==> src/rtl/mmio_ctrl.sv <==
// mmio_ctrl: memory-mapped I/O block for the 151 core.
// Decodes EX-stage loads/stores in the MMIO_BASE[31:8] window, drives the UART
// TX handshake, buffers received UART bytes and keeps cycle/instret counters.
// Load data and the window-hit flag are registered so they line up with the
// synchronous dmem/bios reads in the WB mux.
// Build option: define MMIO_RX_FIFO_EN to replace the single-entry RX holding
// register with a 2**RX_FIFO_AW-entry circular FIFO.
module mmio_ctrl #(
    parameter logic [31:0] MMIO_BASE  = 32'h8000_0000,
    parameter int          RX_FIFO_AW = 3
) (
    input  logic        clk,
    input  logic        rst,
    input  logic [31:0] addr,
    input  logic [31:0] wdata,
    input  logic        we,
    input  logic        re,
    input  logic        inst_retire,
    output logic        hit,
    output logic [31:0] rdata,
    output logic [7:0]  uart_tx_data,
    output logic        uart_tx_valid,
    input  logic        uart_tx_ready,
    input  logic [7:0]  uart_rx_data,
    input  logic        uart_rx_valid,
    output logic        uart_rx_ready
);

    localparam logic [7:0] OFF_STATUS = 8'h00;
    localparam logic [7:0] OFF_RX     = 8'h04;
    localparam logic [7:0] OFF_TX     = 8'h08;
    localparam logic [7:0] OFF_CYCLE  = 8'h10;
    localparam logic [7:0] OFF_INST   = 8'h14;
    localparam logic [7:0] OFF_CLEAR  = 8'h18;

    typedef enum logic [0:0] {
        TX_IDLE = 1'b0,
        TX_SEND = 1'b1
    } tx_state_t;

    // Address decode
    logic        in_win_s;
    logic [7:0]  off_s;
    logic        rd_s;
    logic        wr_s;
    logic        tx_wr_s;
    logic        clr_s;
    logic        rx_rd_s;

    assign in_win_s = (addr[31:8] == MMIO_BASE[31:8]);
    assign off_s    = addr[7:0];
    assign rd_s     = re && in_win_s;
    assign wr_s     = we && in_win_s;
    assign tx_wr_s  = wr_s && (off_s == OFF_TX);
    assign clr_s    = wr_s && (off_s == OFF_CLEAR);
    assign rx_rd_s  = rd_s && (off_s == OFF_RX);

    // TX state and registered handshake outputs
    tx_state_t   tx_state_r;
    logic        tx_valid_r;
    logic [7:0]  tx_data_r;

    // RX storage view shared by both build variants
    logic        rx_full_s;
    logic        rx_empty_s;
    logic [7:0]  rx_head_s;
    logic        rx_push_s;
    logic        rx_pop_s;
    logic        unused_s;

    // Counters
    logic [31:0] cycle_cnt_r;
    logic [31:0] inst_cnt_r;

    // Read path
    logic [31:0] rd_val_s;
    logic [31:0] rdata_r;
    logic        hit_r;

    // A push needs ready (= not full) as seen at the start of the cycle; a pop
    // only happens when there is something to pop, so an empty read is inert.
    assign rx_push_s     = uart_rx_valid && !rx_full_s;
    assign rx_pop_s      = rx_rd_s && !rx_empty_s;
    assign uart_rx_ready = !rx_full_s;

    // TX FSM: accept a byte only when idle, hold it until the receiver takes it
    always_ff @(posedge clk or posedge rst) begin
        if (rst) begin
            tx_state_r <= TX_IDLE;
            tx_valid_r <= 1'b0;
            tx_data_r  <= 8'h00;
        end else begin
            case (tx_state_r)
                TX_IDLE: begin
                    if (tx_wr_s) begin
                        tx_data_r  <= wdata[7:0];
                        tx_valid_r <= 1'b1;
                        tx_state_r <= TX_SEND;
                    end else begin
                        tx_valid_r <= 1'b0;
                        tx_state_r <= TX_IDLE;
                    end
                end
                TX_SEND: begin
                    // Writes seen here are dropped; software polls tx_idle.
                    if (tx_valid_r && uart_tx_ready) begin
                        tx_valid_r <= 1'b0;
                        tx_state_r <= TX_IDLE;
                    end else begin
                        tx_valid_r <= 1'b1;
                        tx_state_r <= TX_SEND;
                    end
                end
                default: begin
                    tx_valid_r <= 1'b0;
                    tx_state_r <= TX_IDLE;
                end
            endcase
        end
    end

    assign uart_tx_valid = tx_valid_r;
    assign uart_tx_data  = tx_data_r;

`ifdef MMIO_RX_FIFO_EN
    localparam int RX_DEPTH = 1 << RX_FIFO_AW;

    logic [7:0]            rx_mem_r [RX_DEPTH];
    logic [RX_FIFO_AW:0]   rx_wptr_r;
    logic [RX_FIFO_AW:0]   rx_rptr_r;

    // Extra pointer MSB distinguishes full (MSBs differ) from empty (equal).
    assign rx_full_s  = (rx_wptr_r[RX_FIFO_AW] != rx_rptr_r[RX_FIFO_AW]) &&
                        (rx_wptr_r[RX_FIFO_AW-1:0] == rx_rptr_r[RX_FIFO_AW-1:0]);
    assign rx_empty_s = (rx_wptr_r == rx_rptr_r);
    assign rx_head_s  = rx_mem_r[rx_rptr_r[RX_FIFO_AW-1:0]];
    assign unused_s   = ^wdata[31:8];

    // RX FIFO pointers; reset empties the FIFO
    always_ff @(posedge clk or posedge rst) begin
        if (rst) begin
            rx_wptr_r <= '0;
            rx_rptr_r <= '0;
        end else begin
            if (rx_push_s) begin
                rx_wptr_r <= rx_wptr_r + (RX_FIFO_AW+1)'(1);
            end else begin
                rx_wptr_r <= rx_wptr_r;
            end
            if (rx_pop_s) begin
                rx_rptr_r <= rx_rptr_r + (RX_FIFO_AW+1)'(1);
            end else begin
                rx_rptr_r <= rx_rptr_r;
            end
        end
    end

    // RX FIFO storage; contents are meaningless while the pointers say empty
    always_ff @(posedge clk) begin
        if (rx_push_s) begin
            rx_mem_r[rx_wptr_r[RX_FIFO_AW-1:0]] <= uart_rx_data;
        end
    end
`else
    logic [7:0] rx_hold_r;
    logic       rx_hold_vld_r;

    assign rx_full_s  = rx_hold_vld_r;
    assign rx_empty_s = !rx_hold_vld_r;
    assign rx_head_s  = rx_hold_r;
    assign unused_s   = ^{wdata[31:8], (RX_FIFO_AW > 0)};

    // Single-entry RX holding register; push and pop are mutually exclusive
    always_ff @(posedge clk or posedge rst) begin
        if (rst) begin
            rx_hold_r     <= 8'h00;
            rx_hold_vld_r <= 1'b0;
        end else if (rx_push_s) begin
            rx_hold_r     <= uart_rx_data;
            rx_hold_vld_r <= 1'b1;
        end else if (rx_pop_s) begin
            rx_hold_vld_r <= 1'b0;
        end else begin
            rx_hold_vld_r <= rx_hold_vld_r;
        end
    end
`endif

    // Cycle and retired-instruction counters; a clear beats an increment
    always_ff @(posedge clk or posedge rst) begin
        if (rst) begin
            cycle_cnt_r <= 32'h0000_0000;
            inst_cnt_r  <= 32'h0000_0000;
        end else if (clr_s) begin
            cycle_cnt_r <= 32'h0000_0000;
            inst_cnt_r  <= 32'h0000_0000;
        end else begin
            cycle_cnt_r <= cycle_cnt_r + 32'd1;
            if (inst_retire) begin
                inst_cnt_r <= inst_cnt_r + 32'd1;
            end else begin
                inst_cnt_r <= inst_cnt_r;
            end
        end
    end

    // Load mux built from pre-update state so re+we returns the old value
    always_comb begin
        rd_val_s = 32'h0000_0000;
        case (off_s)
            OFF_STATUS: rd_val_s = {30'b0, !rx_empty_s, (tx_state_r == TX_IDLE)};
            OFF_RX: begin
                if (rx_empty_s) begin
                    rd_val_s = 32'h0000_0000;
                end else begin
                    rd_val_s = {24'h00_0000, rx_head_s};
                end
            end
            OFF_CYCLE:  rd_val_s = cycle_cnt_r;
            OFF_INST:   rd_val_s = inst_cnt_r;
            default:    rd_val_s = 32'h0000_0000;
        endcase
    end

    // Register load data and window hit for the WB-stage mux
    always_ff @(posedge clk or posedge rst) begin
        if (rst) begin
            rdata_r <= 32'h0000_0000;
            hit_r   <= 1'b0;
        end else begin
            hit_r <= (re || we) && in_win_s;
            if (rd_s) begin
                rdata_r <= rd_val_s;
            end else begin
                rdata_r <= 32'h0000_0000;
            end
        end
    end

    assign rdata = rdata_r;
    assign hit   = hit_r;

endmodule

==> config.mk <==
export PLATFORM = sky130hd
export DESIGN_NAME = mmio_ctrl
export DESIGN_NICKNAME = d
export VERILOG_FILES = /design/src/rtl/mmio_ctrl.sv
export SDC_FILE = /design/constraint.sdc
export NUM_CORES = 1
export LEC_CHECK = 0
export CORE_ASPECT_RATIO = 0.8
export CORE_MARGIN = 2
export CORE_UTILIZATION = 30
export DETAILED_ROUTE_END_ITERATION = 16
export GPL_TIMING_DRIVEN = 0
export PLACE_DENSITY = 0.52
export SKIP_LAST_GASP = 1
export SLEW_MARGIN = 20
export SYNTH_ARGS = -nofsm -noshare
export SYNTH_HDL_FRONTEND = slang
export SYNTH_SLANG_ARGS = --single-unit
==> constraint.sdc <==
create_clock -name clk -period 4.05 [get_ports clk]
set_input_delay 0.405 -clock clk [delete_from_list [all_inputs] [get_ports clk]]
set_output_delay 0.405 -clock clk [all_outputs]
set_load 0.02 [all_outputs]
==> impl_metrics.json, run 1 <==
{
  "synth.net_count": 612,
  "internal-power_uw": 2270,
  "yosysSeqAreaShare_pct": 52.7,
  "vias_after_detailed_routing": 4215,
  "wire_length_of_the_first_global_routing_pass_um": 22600,
  "detail_route.first_pass.iterations": 5,
  "synth_top_flop_cell": "sky130_fd_sc_hd__dfrtp_1",
  "worst-r2r-cell-count": 7,
  "critical-path-max-stage-delay_ns": 0.44,
  "drive_gt1_share_pct": 11.9,
  "power.leakage_uw": 0.00311,
  "post_cts_setup_buffer_count": 0,
  "cpMostUsedCell": "sky130_fd_sc_hd__nor2_1",
  "hp-class": "in2async",
  "postCtsResizedCells": 0,
  "route.final.wire_length_um": 13600,
  "core_um2": 18000,
  "initial_antenna_violation_count": 0,
  "yosys.area.top_type_share_pct": 52.7,
  "cts_num_sinks": 115,
  "netlist-cell-type-count": 40,
  "swShare_pct": 24.1,
  "grt_usage_pct": 15.0,
  "postRouteAntennaNets": 0,
  "power_density_nw_per_um2": 407,
  "htreeDepth": 4,
  "diodes_inserted": 0,
  "rsz0062_at_grt": "false",
  "reg2reg_from": "inst_cnt_r[0]",
  "power_frac_seq_pct": 42.1,
  "critical_path_buf_inv_count": 3,
  "layout.nets": 727,
  "final_period_minus_worst_setup_slack_ns": 2.36,
  "ioPinCount": 122,
  "clock_tree_from_tritoncts": "built",
  "timing_worst_setup_path_type": "in2reg",
  "first_global_vias": 4275,
  "crit_path_start_kind": "input pin",
  "total_switching_power_uw": 721,
  "timing.critical_path.max_delay_family": "buffers and inverters",
  "finClkSkew_ns": 0.00912,
  "timing.max_slew.rel_slack_pct": 50.9,
  "die_x_um": 155,
  "initial_core_util_pct": 30.3,
  "grt_remaining_overflow": 0,
  "cp_cell_sequence": "clkdlybuf4s50_1 > nor4b_1 > nand4_1 > nor2_1 > and3_1 > clkbuf_1 > buf_2 > nor2_1",
  "endpoints_failing_setup": 0,
  "cp.required_ns": 4.34,
  "timing.critical_path.slowest_stage_cell": "sky130_fd_sc_hd__clkbuf_1",
  "synth.area.top_cells": "sky130_fd_sc_hd__dfrtp_1, sky130_fd_sc_hd__nor2_1, sky130_fd_sc_hd__xnor2_1, sky130_fd_sc_hd__mux2i_1, sky130_fd_sc_hd__mux2_2",
  "combPwrFrac_pct": 7.6,
  "clock_insertion_delay_worst_skew_ns": 0.42,
  "clock_transition_at_path_regs_ns": 0.06,
  "slew_at_the_pin_with_the_worst_max_slew_slack_ns": 0.736,
  "drtIter0Drc": 238,
  "final_min_period_over_clock_period_pct": 58.3,
  "post_synth_instance_area_um2": 5460,
  "vias_per_cell": 4.75,
  "grt_start_max_net_pins": 71,
  "clk_path_buf_depth": 2,
  "timing_max_transition_violations_final": 0,
  "power.clock.fraction_pct": 50.3,
  "place.port_buffers": 95,
  "synth-edff-count": 0,
  "outcome": "finished, final reports clean",
  "tns_ns": 0,
  "clock_tree.root_cell": "sky130_fd_sc_hd__clkbuf_16",
  "finalPower_uw": 2990,
  "last_weighted_congestion_value_of_the_routability_driven_placer": 0.807,
  "syn-instance-count": 531,
  "ys_warn_count": 0,
  "max_freq_mhz": 424,
  "dieHeight_um": 125,
  "synth_top_area_cell": "sky130_fd_sc_hd__dfrtp_1",
  "ir_worst_vdd_mv": 0.226,
  "holdBufCountCts": 0,
  "synth_common_cells": "sky130_fd_sc_hd__dfrtp_1, sky130_fd_sc_hd__nor2_1, sky130_fd_sc_hd__xnor2_1",
  "worstPathMaxFanout": 10,
  "end_kind": "flip-flop",
  "worstReg2RegEnd": "inst_cnt_r[16]",
  "cts_buffers": 17,
  "synth_seq_cells": 115,
  "area_growth_pct": 34.2,
  "dr_wl_cell_um": 15.3,
  "regToRegSetupSlack_ns": 1.97,
  "floorplan.die_area_um2": 19300,
  "mapped_avg_cell_area_um2": 10.3,
  "detail_route.drc_violations": 0,
  "hold_viol": 0,
  "post_dp_hpwl_um": 9860,
  "maxCapViolCount": 0,
  "async_flop_share_pct": 100,
  "row_count": 44,
  "worst-endpoint-arrival_ns": 2.64
}
## routing by layer
metal / wire [um] / share of wire [%] / vias to the layer above / global-route usage [%]
met1: 6780 / 50 / 2097 / 21.0
met5: 0 / 0 / - / 0
met4: 129 / 0.95 / 0 / 5.17
met3: 473 / 3.5 / 10 / 4.07
met2: 6230 / 46 / 76 / 22.3
li1: - / - / 2032 / -
## registers in the layout, indices dropped and copies added (netlist names)
name           cells
rx_head_s          8
rdata             32
hit                1
cycle_cnt_r       32
inst_cnt_r        32
uart_tx_data       8
rx_full_s          1
uart_tx_valid      1
## power by group through the flow
stage                     sequential, uW  combinational (uW)  clock, uW
final                               1260                 228       1500
after global routing                1260                 257       1590
after CTS                           1260                 232       1530
after detailed placement            1280                 230          0
after global placement              1270                 219          0
after floorplan                     1260                 137          0
## worst reg2reg max path: cells and delay by family (launching register included)
family,cells,cell delay (ns)
and+or+nand+nor,3,0.76
DFF,1,0.47
adders and majority gates,1,0.27
xor gates and xnor gates,1,0.13
buffers and inverters,2,0.33
## area by class of cell
type / count / area, um2
fillers: 1729 / 10700
flip-flops and latches: 115 / 2880
multi-input cells: 374 / 2410
repair buffers: 96 / 978
clock buffers: 17 / 425
well taps: 230 / 288
clock inverters: 14 / 165
plain buffers: 28 / 125
inverters: 14 / 57.6
## metrics by stage
step                utilization [%]  setup WS (ns)  hold slack [ns]  instance area, um2  instances
CTS                            40.7           1.65            0.385                7330        888
finish                         40.7           1.69            0.384                7330        888
floorplan                         -          0.601            0.474                5460        531
detailed placement             37.4           1.22            0.495                6740        857
global placement               37.2          -1.11            0.487                6700        856
global route                   40.7           1.43            0.401                7330        888
## worst max path at each step
stage | end | cells after the start | start
3_3_place_gp | rdata[26] | 2 | rst
4_1_cts | inst_cnt_r[16] | 8 | addr[27]
3_5_place_dp | inst_cnt_r[18] | 8 | addr[27]
5_1_grt | inst_cnt_r[18] | 8 | addr[20]
6_report | inst_cnt_r[16] | 8 | addr[28]
2_1_floorplan | cycle_cnt_r[0] | 1 | rst
## cell usage in the layout (no fill, tap or decap), drive strengths merged, types with 5 or more instances in the layout
master         synthesis  routed
o21ai                  8       8
and3                   8       8
nor2                 115     115
nor4                  17      17
dfrtp                115     115
xnor2                 46      46
mux2                  16      16
nor3                  16      16
xor2                  15      15
nand2                 33      33
nand4                 18      18
inv                   14      14
clkdlybuf4s50          0      95
and4                   6       6
a22oi                  6       6
nand3                 22      22
clkinv                 0       6
clkbuf                16      33
mux2i                 26      26
buf                   12      13
clkinvlp               0       5
## cell families after synthesis
kind of cell	synth area share, %
simple gates	23.5
compound gates	2.29
mux	8.06
fa+ha+maj	0.458
xor+xnor	9.78
buf+inv	3.25
flops	52.7
(Power assumes the default switching activity.)
==> run 2, diff against run 1 <==
--- a/config.mk
+++ b/config.mk
@@ -10,7 +10,7 @@
 export CORE_UTILIZATION = 30
 export DETAILED_ROUTE_END_ITERATION = 16
 export GPL_TIMING_DRIVEN = 0
-export PLACE_DENSITY = 0.52
+export PLACE_DENSITY = 0.54
 export SKIP_LAST_GASP = 1
 export SLEW_MARGIN = 20
 export SYNTH_ARGS = -nofsm -noshare
==> constraint.sdc (replaced) <==
create_clock -name clk -period 2.01 [get_ports clk]
set_input_delay 0.201 -clock clk [delete_from_list [all_inputs] [get_ports clk]]
set_output_delay 0.201 -clock clk [all_outputs]
set_load 0.02 [all_outputs]
==> run 2 against run 1 <==
  * Critical path depth is 1 lower
  * Critical path type is now reg2reg
  * Non-clock buffer count is 4 higher
  * Cell count up 0.34%
  * Die area unchanged
  * Design area grew 2.6%
  * Via count fell by 0.14%
  * Routed wire length is 0.45% lower
  * Sequential cell count is the same
  * Core utilization up 1.1 points
  * Combinational power grew 140%
==> impl_metrics.json, run 2 (same netlist as run 1, synthesis figures left out) <==
{
  "outcome": "finished, final reports clean",
  "clock_insertion_delay_worst_skew_ns": 0.42,
  "met1_usage_pct": 20.7,
  "detail_route.drc_violations": 0,
  "timing_worst_setup_path_type": "reg2reg",
  "floorplan.die_area_um2": 19300,
  "hold_viol": 0,
  "crit_path_start_kind": "flip-flop",
  "path_depth": 7,
  "layout.nets": 731,
  "post_dp_hpwl_um": 9910,
  "max_freq_mhz": 503,
  "place.port_buffers": 95,
  "design_area_um2": 7520,
  "cts_buffers": 17,
  "route.final.wire_length_um": 13600,
  "detail_route.first_pass.iterations": 4,
  "finClkSkew_ns": 0.00837,
  "final_instance_count_excl_fillers": 891,
  "dr_wl_cell_um": 15.2,
  "fillerInstances": 1717,
  "drive_gt1_share_pct": 15.3,
  "worst-r2r-cell-count": 7,
  "timing.max_slew.rel_slack_pct": 49.8,
  "timing_max_transition_violations_final": 0,
  "clock_transition_at_path_regs_ns": 0.06,
  "final_common_cell": "sky130_fd_sc_hd__nor2_1",
  "clock_tree.root_cell": "sky130_fd_sc_hd__clkbuf_16",
  "tns_ns": 0,
  "vias_after_detailed_routing": 4209,
  "ir_worst_vdd_mv": 0.362,
  "cts_num_sinks": 115,
  "worstPathMaxFanout": 7,
  "endpoints_failing_setup": 0,
  "diodes_inserted": 0,
  "wire_length_of_the_first_global_routing_pass_um": 22500,
  "ioPinCount": 122,
  "postRouteAntennaNets": 0,
  "first_global_vias": 4329,
  "grt_busiest_layer": "met2",
  "reg2reg_from": "cycle_cnt_r[0]",
  "hp-class": "in2async",
  "critical_path_buf_inv_count": 1,
  "vias_per_cell": 4.72,
  "final_min_period_over_clock_period_pct": 98.9,
  "worstReg2RegEnd": "cycle_cnt_r[22]",
  "end_kind": "flip-flop",
  "timing.critical_path.slowest_stage_cell": "sky130_fd_sc_hd__dfrtp_1",
  "worst-endpoint-arrival_ns": 2.29,
  "grt_remaining_overflow": 0,
  "cp_cell_sequence": "ha_2 > nand3_1 > or2_1 > clkbuf_1 > nor4_1 > xnor2_1 > nor2_1",
  "maxCapViolCount": 0,
  "htreeDepth": 4,
  "met2_usage_pct": 22.0,
  "initial_antenna_violation_count": 0,
  "slew_at_the_pin_with_the_worst_max_slew_slack_ns": 0.753,
  "finalPower_uw": 6220,
  "timing.critical_path.max_delay_family": "simple AND/OR/NAND/NOR gates",
  "combined_area_of_the_multi_input_logic_cells_um2": 2490,
  "area_growth_pct": 37.7,
  "dieHeight_um": 125,
  "crit_path_end": "cycle_cnt_r[22]",
  "power_density_nw_per_um2": 827,
  "worst_setup_path_startpoint": "cycle_cnt_r[0]",
  "postLayoutCoreUtil_pct": 41.8,
  "grt_start_max_net_pins": 31,
  "critical-path-max-stage-delay_ns": 0.43,
  "final_period_minus_worst_setup_slack_ns": 1.99,
  "ff_latch_area_um2": 2880,
  "place_area_um2": 6790,
  "grt_usage_pct": 14.8,
  "clk_path_buf_depth": 2,
  "drtIter0Drc": 236,
  "die_x_um": 155,
  "gr-usage-met3_pct": 3.97,
  "last_weighted_congestion_value_of_the_routability_driven_placer": 0.803,
  "core_um2": 18000,
  "rsz0062_at_grt": "true",
  "holdBufCountCts": 0,
  "initial_core_util_pct": 30.3,
  "cp.required_ns": 2.31,
  "mostFrequentLayoutCells": "sky130_fd_sc_hd__nor2_1, sky130_fd_sc_hd__dfrtp_1, sky130_fd_sc_hd__clkdlybuf4s50_1",
  "regToRegSetupSlack_ns": 0.02,
  "power.leakage_uw": 0.00321,
  "dp_cells": 860,
  "clock_tree_from_tritoncts": "built",
  "row_count": 44
}
[run 2: changes by cell type in the layout (fill, tap and decap cells not counted), sizes merged]
| cell | delta |
|---|---|
| clkinvlp | -2 |
| bufinv | +1 |
| clkinv | -1 |
| buf | +8 |
| clkbuf | -2 |
| inv | -1 |
[run 2: per-layer routing]
metal / vias to the layer above / share of wire [%] / routed length [um]
li1: 2034 / - / -
met1: 2085 / 49 / 6660
met2: 73 / 46 / 6210
met3: 17 / 3.4 / 467
met4: 0 / 1.6 / 213
met5: - / 0 / 0
[run 2: power by group]
group	total [uW]	leakage (uW)	switching, uW	internal [uW]
Sequential	2520	0.00155	110	2410
Clock	3150	0.000300	1040	2110
Combinational	547	0.00136	264	283
[run 2: worst min-delay path by stage]
| stage | endpoint | slack [ns] | cells past startpoint |
|---|---|---|---|
| 6_report | uart_tx_data[4] | 0.15 | 2 |
| 5_1_grt | uart_tx_data[4] | 0.18 | 2 |
| 4_1_cts | uart_tx_data[4] | 0.15 | 2 |
| 3_5_place_dp | uart_tx_data[2] | 0.49 | 1 |
| 3_3_place_gp | uart_tx_data[1] | 0.49 | 1 |
| 2_1_floorplan | uart_tx_valid | 0.30 | 1 |
[run 2: through the flow]
| step | setup WS, ns | hold slack, ns |
|---|---|---|
| after floorplan | 0.210 | 0.297 |
| after global placement | -0.711 | 0.487 |
| after detailed placement | -0.590 | 0.493 |
| after CTS | 0.00939 | 0.152 |
| after global routing | -0.134 | 0.180 |
| final | 0.0231 | 0.150 |
[run 2: what timing repair did]
| item | CTS | global route |
|---|---|---|
| setup buffers | 0 | 5 |
| endpoints found under the setup margin | 62 | 91 |
| gates resized for setup | 5 | 18 |
| cloned | 0 | 0 |
| pin swaps | 0 | 5 |
[run 2: final cells by class]
cell class | count | area share (%)
sequential | 115 | 38.3
multi-input combinational | 374 | 33.1
timing repair buffer | 104 | 14.3
clock buffer | 19 | 6.02
tap | 230 | 3.83
clock inverter | 11 | 2.13
buffer | 24 | 1.58
inverter | 14 | 0.749
